File: src/rtl/cache_pkg.sv
// Shared definitions for the cache refill engine.
// Holds the refill FSM state type, the AXI4 burst/size/response encodings
// and helpers that derive index/offset widths from the line size in words.
package cache_pkg;

  typedef enum logic [1:0] {
    ST_IDLE = 2'd0,
    ST_ADDR = 2'd1,
    ST_DATA = 2'd2,
    ST_DONE = 2'd3
  } state_e;

  localparam logic [1:0] INCR    = 2'b01;
  localparam logic [2:0] SIZE_4B = 3'b010;
  localparam logic [1:0] OKAY    = 2'b00;
  localparam logic [1:0] SLVERR  = 2'b10;

  // Bits needed to index a word within a line.
  function automatic int unsigned idx_bits(input int unsigned words);
    return $clog2(words);
  endfunction

  // Byte-offset bits of a line (word index plus 2 bits for 4-byte words).
  function automatic int unsigned off_bits(input int unsigned words);
    return $clog2(words) + 2;
  endfunction

endpackage

File: src/rtl/cache_refill_engine.sv
// Cache line refill engine.
// Accepts a miss request, issues one line-aligned AXI4 INCR read burst,
// writes each returned beat into the cache data array, forwards the
// requested (critical) word to the core on the beat that carries it, and
// pulses done (with error qualifier) for one cycle when the burst ends.
//
// Ports:
//   clk, rst_n                  clock, asynchronous active-low reset
//   req_valid/req_ready/req_addr miss request handshake and byte address
//   m_axi_ar*                   AXI4 read-address channel (master)
//   m_axi_r*                    AXI4 read-data channel (master)
//   line_wr_en/index/data       cache data-array write port
//   crit_valid/crit_data        critical-word forward to the core
//   done/error                  refill-complete pulse and error qualifier
module cache_refill_engine
  import cache_pkg::*;
#(
  parameter int unsigned ADDR_WIDTH = 32,
  parameter int unsigned DATA_WIDTH = 32,
  parameter int unsigned LINE_WORDS = 4
) (
  input  logic                          clk,
  input  logic                          rst_n,
  input  logic                          req_valid,
  output logic                          req_ready,
  input  logic [ADDR_WIDTH-1:0]         req_addr,
  output logic [ADDR_WIDTH-1:0]         m_axi_araddr,
  output logic [7:0]                    m_axi_arlen,
  output logic [2:0]                    m_axi_arsize,
  output logic [1:0]                    m_axi_arburst,
  output logic                          m_axi_arvalid,
  input  logic                          m_axi_arready,
  input  logic [DATA_WIDTH-1:0]         m_axi_rdata,
  input  logic [1:0]                    m_axi_rresp,
  input  logic                          m_axi_rlast,
  input  logic                          m_axi_rvalid,
  output logic                          m_axi_rready,
  output logic                          line_wr_en,
  output logic [$clog2(LINE_WORDS)-1:0] line_wr_index,
  output logic [DATA_WIDTH-1:0]         line_wr_data,
  output logic                          crit_valid,
  output logic [DATA_WIDTH-1:0]         crit_data,
  output logic                          done,
  output logic                          error
);

  localparam int unsigned     IDX_W    = idx_bits(LINE_WORDS);
  localparam int unsigned     OFF_W    = off_bits(LINE_WORDS);
  localparam logic [IDX_W-1:0] LAST_IDX = IDX_W'(LINE_WORDS - 1);

  state_e                state_q, state_d;
  logic [ADDR_WIDTH-1:0] addr_q, addr_d;
  logic [IDX_W-1:0]      cnt_q, cnt_d;
  logic                  err_q, err_d;
  logic                  crit_q, crit_d;

  logic beat;
  logic crit_hit;
  logic beat_err;
  logic unused_addr_bits;

  // Byte-within-word bits of the captured address never matter.
  assign unused_addr_bits = ^addr_q[1:0];

  assign beat = (state_q == ST_DATA) && m_axi_rvalid;

  // crit_q guards against a second hit if a misbehaving slave keeps
  // sending beats after the counter has saturated at the last index.
  assign crit_hit = beat && !crit_q && (cnt_q == addr_q[OFF_W-1:2]);

  // rlast must coincide exactly with the last index; any non-OKAY response
  // also poisons the refill.
  assign beat_err = (m_axi_rresp != OKAY) ||
                    (m_axi_rlast != (cnt_q == LAST_IDX));

  always_comb begin
    state_d = state_q;
    addr_d  = addr_q;
    cnt_d   = cnt_q;
    err_d   = err_q;
    crit_d  = crit_q;
    unique case (state_q)
      ST_IDLE: begin
        if (req_valid) begin
          addr_d  = req_addr;
          state_d = ST_ADDR;
        end
      end
      ST_ADDR: begin
        if (m_axi_arready) begin
          state_d = ST_DATA;
          cnt_d   = '0;
          err_d   = 1'b0;
          crit_d  = 1'b0;
        end
      end
      ST_DATA: begin
        if (beat) begin
          if (cnt_q != LAST_IDX) cnt_d = cnt_q + 1'b1;
          if (crit_hit)          crit_d = 1'b1;
          if (beat_err)          err_d  = 1'b1;
          if (m_axi_rlast)       state_d = ST_DONE;
        end
      end
      ST_DONE: begin
        state_d = ST_IDLE;
        err_d   = 1'b0;
        cnt_d   = '0;
      end
      default: state_d = ST_IDLE;
    endcase
  end

  always_ff @(posedge clk or negedge rst_n) begin
    if (!rst_n) begin
      state_q <= ST_IDLE;
      addr_q  <= '0;
      cnt_q   <= '0;
      err_q   <= 1'b0;
      crit_q  <= 1'b0;
    end else begin
      state_q <= state_d;
      addr_q  <= addr_d;
      cnt_q   <= cnt_d;
      err_q   <= err_d;
      crit_q  <= crit_d;
    end
  end

  // Gated with rst_n so the cache controller sees no ready while held in reset.
  assign req_ready     = (state_q == ST_IDLE) && rst_n;

  assign m_axi_arvalid = (state_q == ST_ADDR);
  assign m_axi_araddr  = {addr_q[ADDR_WIDTH-1:OFF_W], {OFF_W{1'b0}}};
  assign m_axi_arlen   = 8'(LINE_WORDS - 1);
  assign m_axi_arsize  = SIZE_4B;
  assign m_axi_arburst = INCR;

  assign m_axi_rready  = (state_q == ST_DATA);

  assign line_wr_en    = beat;
  assign line_wr_index = cnt_q;
  assign line_wr_data  = m_axi_rdata;

  assign crit_valid    = crit_hit;
  assign crit_data     = m_axi_rdata;

  assign done          = (state_q == ST_DONE);
  assign error         = (state_q == ST_DONE) && err_q;

endmodule

File: config.mk
export PLATFORM = sky130hd
export DESIGN_NAME = cache_refill_engine
export DESIGN_NICKNAME = d
export VERILOG_FILES = /design/src/rtl/cache_pkg.sv /design/src/rtl/cache_refill_engine.sv
export SDC_FILE = /design/constraint.sdc
export NUM_CORES = 1
export LEC_CHECK = 0
export CAP_MARGIN = 25
export CELL_PAD_IN_SITES_DETAIL_PLACEMENT = 1
export CELL_PAD_IN_SITES_GLOBAL_PLACEMENT = 1
export CORE_ASPECT_RATIO = 1.4
export CORE_UTILIZATION = 26
export DETAILED_ROUTE_END_ITERATION = 7
export GPL_TIMING_DRIVEN = 0
export PLACE_DENSITY_LB_ADDON = 0.1
export SYNTH_ARGS = -nofsm -noshare
export SYNTH_HDL_FRONTEND = slang
export SYNTH_SLANG_ARGS = --single-unit
File: constraint.sdc
create_clock -name clk -period 4.5 [get_ports clk]
set_input_delay 1.35 -clock clk [delete_from_list [all_inputs] [get_ports clk]]
set_output_delay 1.35 -clock clk [all_outputs]
set_load 0.005 [all_outputs]
* After elaboration in Yosys (flattened, before gate mapping)
Index checks and enable logic that the tools add are counted.
** Storage, ports and cells
- Word-level logic and storage cells :: 52
- Register bits :: 38
- Output and inout port bits :: 118
- Input bits :: 72
** Operators by class
- $add $sub $neg :: 1
- Multiplexer cells :: 16
- Reductions and logical operators :: 16
- Equal/unequal tests :: 14
** Operators by type and width (number)
- $reduce_and A4 Y1 :: 4
- $mux W2 :: 7
- $ne A2 B1 Y1 const B :: 5
- $pmux W2 S4 :: 1
- $eq A2 B2 Y1 const B :: 3
- $ne A2 B2 Y1 const B :: 3
- $pmux W2 S3 :: 1
- $logic_and A1 B1 Y1 :: 5
- $mux W1 :: 5
- $reduce_bool A2 Y1 :: 2
- $pmux W1 S3 :: 1
- $reduce_bool A3 Y1 :: 1
- $add A2 B1 Y2 const B :: 1
- $eq A2 B1 Y1 const B :: 1
- $eq A2 B2 Y1 :: 1
- $logic_not A2 Y1 :: 1
- $pmux W1 S2 :: 1
- $reduce_and A2 Y1 :: 1
- $logic_not A1 Y1 :: 1
- $logic_or A1 B1 Y1 :: 1
- $ne A1 B1 Y1 :: 1

* Longest topological paths before layout
- Depth after elaboration :: 7
- Mapped depth :: 6
- Gate-level depth less buffers :: 5

* Worst setup path after synthesis
Ideal clock, no wire load.
- Path type :: input -> output
- Start :: input port m_axi_rvalid
- End :: output port crit_valid
- Path slack :: 1395 ps
- Arrival time :: 1755 ps
- Stages on the path :: 3
- Cell sequence :: and2_1 > nand2_1 > nor3_1
** On the way
- Word-level cells in the longest chain between the ends :: 3
** Ends and longest elaborated chain
- start: declaration :: line cache_refill_engine.sv:36 : input logic m_axi_rvalid,
- $logic_and A1 B1 Y1 :: line cache_refill_engine.sv:65 : assign beat = (state_q == ST_DATA) && m_axi_rvalid;
- $logic_and A1 B1 Y1 (2 in series) :: line cache_refill_engine.sv:69 : assign crit_hit = beat && !crit_q && (cnt_q == addr_q[OFF_W-1:2]);
- end: declaration :: line cache_refill_engine.sv:41 : output logic crit_valid,
Every way passes these cells.

* Worst setup path in the final report
Ends and elaborated chain as after synthesis.

==> impl_results.md <==
* Tot Pwr at 2.10 mW
* Vias in the first global route at 2145
* Max VDD drop at 159 uV
* Max Fclk at 240 MHz
* Number of diodes at 0
* FF+latch count, synth at 36
* Share of layout cells above drive strength 1 at 40.8%
* IO Port Bufs at 138
* Crit path DAT at 2820 ps
* Row count at 42
* CTS Hold Bufs at 0
* Final hold violations at 0
* Finished Layout Cells at 492
* HP Class: flop to flop
* Status: finished clean
* CTS resizes at 0
* Die area at 0.0102 sq mm
* Post-synthesis area per instance at 11.5 sq um
* Sequential share of the synthesized area at 35.5%
* Cell Pwr Density at 493 mW/mm^2
* Placer Congestion at 0.683
* Synthesized cell area at 0.00254 sq mm
* Clk_skew at 2.60 ps
* Vias after detailed routing at 1937
* Design Area, Final at 0.00426 sq mm
* Nets@finish at 460
* Crit Path Category: primary input to primary output
* CTS H-tree lvls at 2
* Largest net degree at the start of global routing at 37
* CTS tree: done
* Leak at 2.07 nW
* Iter 0 DRT Violations at 30
* Gr usage total at 12.0%
* IO Pins at 190
* Grt total ovfl at 0
* Root buffer cell: clkbuf_16
* Die W at 85.5 um
* Drt total wl at 6210 um
* Final ANT Viol Nets at 0
* Syn Inst Count at 221
* First-pass GRT wire length at 9590 um
* Max Root-Sink Buffers at 2
* RSZ-0062 raised after global routing: false
* Worst Setup End Kind: primary output
* DRC errors left at 0
* Placed cell count at 485
* Die H at 119 um
* Crit-path max FO at 4
* Post-DP HPWL at 5010 um
* Clock Latency Late Sink at 270 ps
* Critical Path RT at 3150 ps
* Max_cap viols at 0
* Synth Warn # at 0
* Filler cells at 1054
* Core footprint at 0.00946 sq mm
* Post-CTS Setup Bufs at 0
* Pre-antenna DRT Iters at 4
* Library cells used by synthesis at 30
* Via density at 3.94
* Antenna violations before repair at 0
* Initial Util at 26.8%
* Placed cell area at 0.00413 sq mm
* Final min period at 4170 ps
* Layout area overhead at 68.0%
* TritonCTS Buffers at 5
* Post-route setup TNS at 0 ps
* Final Cycle Share at 92.6%
* CP Launch Type: primary input
* Max-slew violation count at 0
* Wirelength per Cell at 12.6 um
* CTS Sinks at 36
* Worst-path clk slew at 50 ps
* Setup violations, final at 0
## power breakdown
part / internal [mW] / switching, mW
Clock: 0.201 / 0.123
Sequential: 0.487 / 0.103
Combinational: 0.852 / 0.334
## flip-flops by register name (all words and copies together), names as in the netlist
register and count:
addr_q 30, crit_q 1, err_q 1, line_wr_index 2, state_q 2
## path summary, 6_finish.rpt
path	from	to	slack [ps]	depth (start not counted)
setup / recovery	m_axi_rvalid	crit_valid	330	5
hold / removal	addr_q[29]$_DFFE_PN0P_	addr_q[29]$_DFFE_PN0P_	510	1
setup reg to reg	state_q[0]$_DFFE_PN0P_	state_q[1]$_DFFE_PN0P_	2810	5
hold reg to reg	addr_q[29]$_DFFE_PN0P_	addr_q[29]$_DFFE_PN0P_	510	1
max in group asynchronous	rst_n	addr_q[5]$_DFFE_PN0P_	3250	2
min in group asynchronous	rst_n	addr_q[10]$_DFFE_PN0P_	870	1
## critical path: stages
cell             delay [ps]
clkdlybuf4s50_1         530
and2_1                  170
nand2_1                  70
nor3_1                  170
clkdlybuf4s50_1         530
## layer usage
metal / track usage [%] / share of wire, %
met1: 11.8 / 36
met2: 23.0 / 53
met3: 3.67 / 9.5
met4: 4.38 / 0.90
met5: 0 / 0
## layout make-up
class                   instances  area (sq um)  area share, %
plain buffers                 113           857           20.1
clock buffers                   6           129           3.02
clock inverters                 1          5.00          0.117
inverters                       5          18.8          0.441
multi-input cells              82           816           19.1
flip-flops and latches         36           901           21.1
well taps                     110           138           3.23
repair buffers                139          1400           32.8
## metrics by stage
stage | hold slack, ps | utilization [%] | setup slack (ps)
2_1_floorplan | 483 | - | 1400
3_3_place_gp | 493 | 43.5 | -811
3_5_place_dp | 497 | 43.6 | 304
4_1_cts | 512 | 45.0 | 296
5_1_grt | 525 | 45.0 | 204
6_report | 511 | 45.0 | 332
## cells in the final DEF, fill, tap and decap left out, drive strengths merged, types with 2 or more instances in the layout
master           n
nand2            5
buf            115
conb            17
mux2            31
clkdlybuf4s50  137
inv              5
ha               6
clkbuf           6
dfrtp           36
and2             3
xor2             2
## Yosys cell counts, drive strengths merged
library cell  instances  area share [%]
o32ai                 1            0.35
mux2i                 1            0.39
buf                 113              34
a221oi                1            0.59
a211oi                1            0.30
o32a                  1            0.39
o21ai                 1            0.20
xor2                  2            0.69
xnor2                 1            0.35
inv                   5            0.74
ha                    6             3.0
nor3b                 1            0.30
o221a                 1            0.44
nor3                  1            0.20
conb                  2            0.30
or2                   1            0.35
mux2                 31              18
nor2b                 1            0.54
and2                  3            0.74
o311ai                1            0.64
a21oi                 1            0.20
dfrtp                36              36
a22o                  1            0.35
nand3                 1            0.20
nand2b                1            0.25
or4                   1            0.30
nand2                 5            0.74
## cell families (layout without fill, tap and decap cells)
| kind of cell | Yosys count | count (layout) | share of synthesized area (%) |
|---|---|---|---|
| fa+ha+maj | 6 | 6 | 2.96 |
| xor+xnor | 3 | 3 | 1.04 |
| mux | 32 | 32 | 18.6 |
| other cells | 2 | 17 | 0.296 |
| buf+inv | 118 | 264 | 34.5 |
| flops | 36 | 36 | 35.5 |
| compound gates | 9 | 9 | 3.45 |
| simple gates | 15 | 15 | 3.60 |
(Power assumes the default switching activity.)
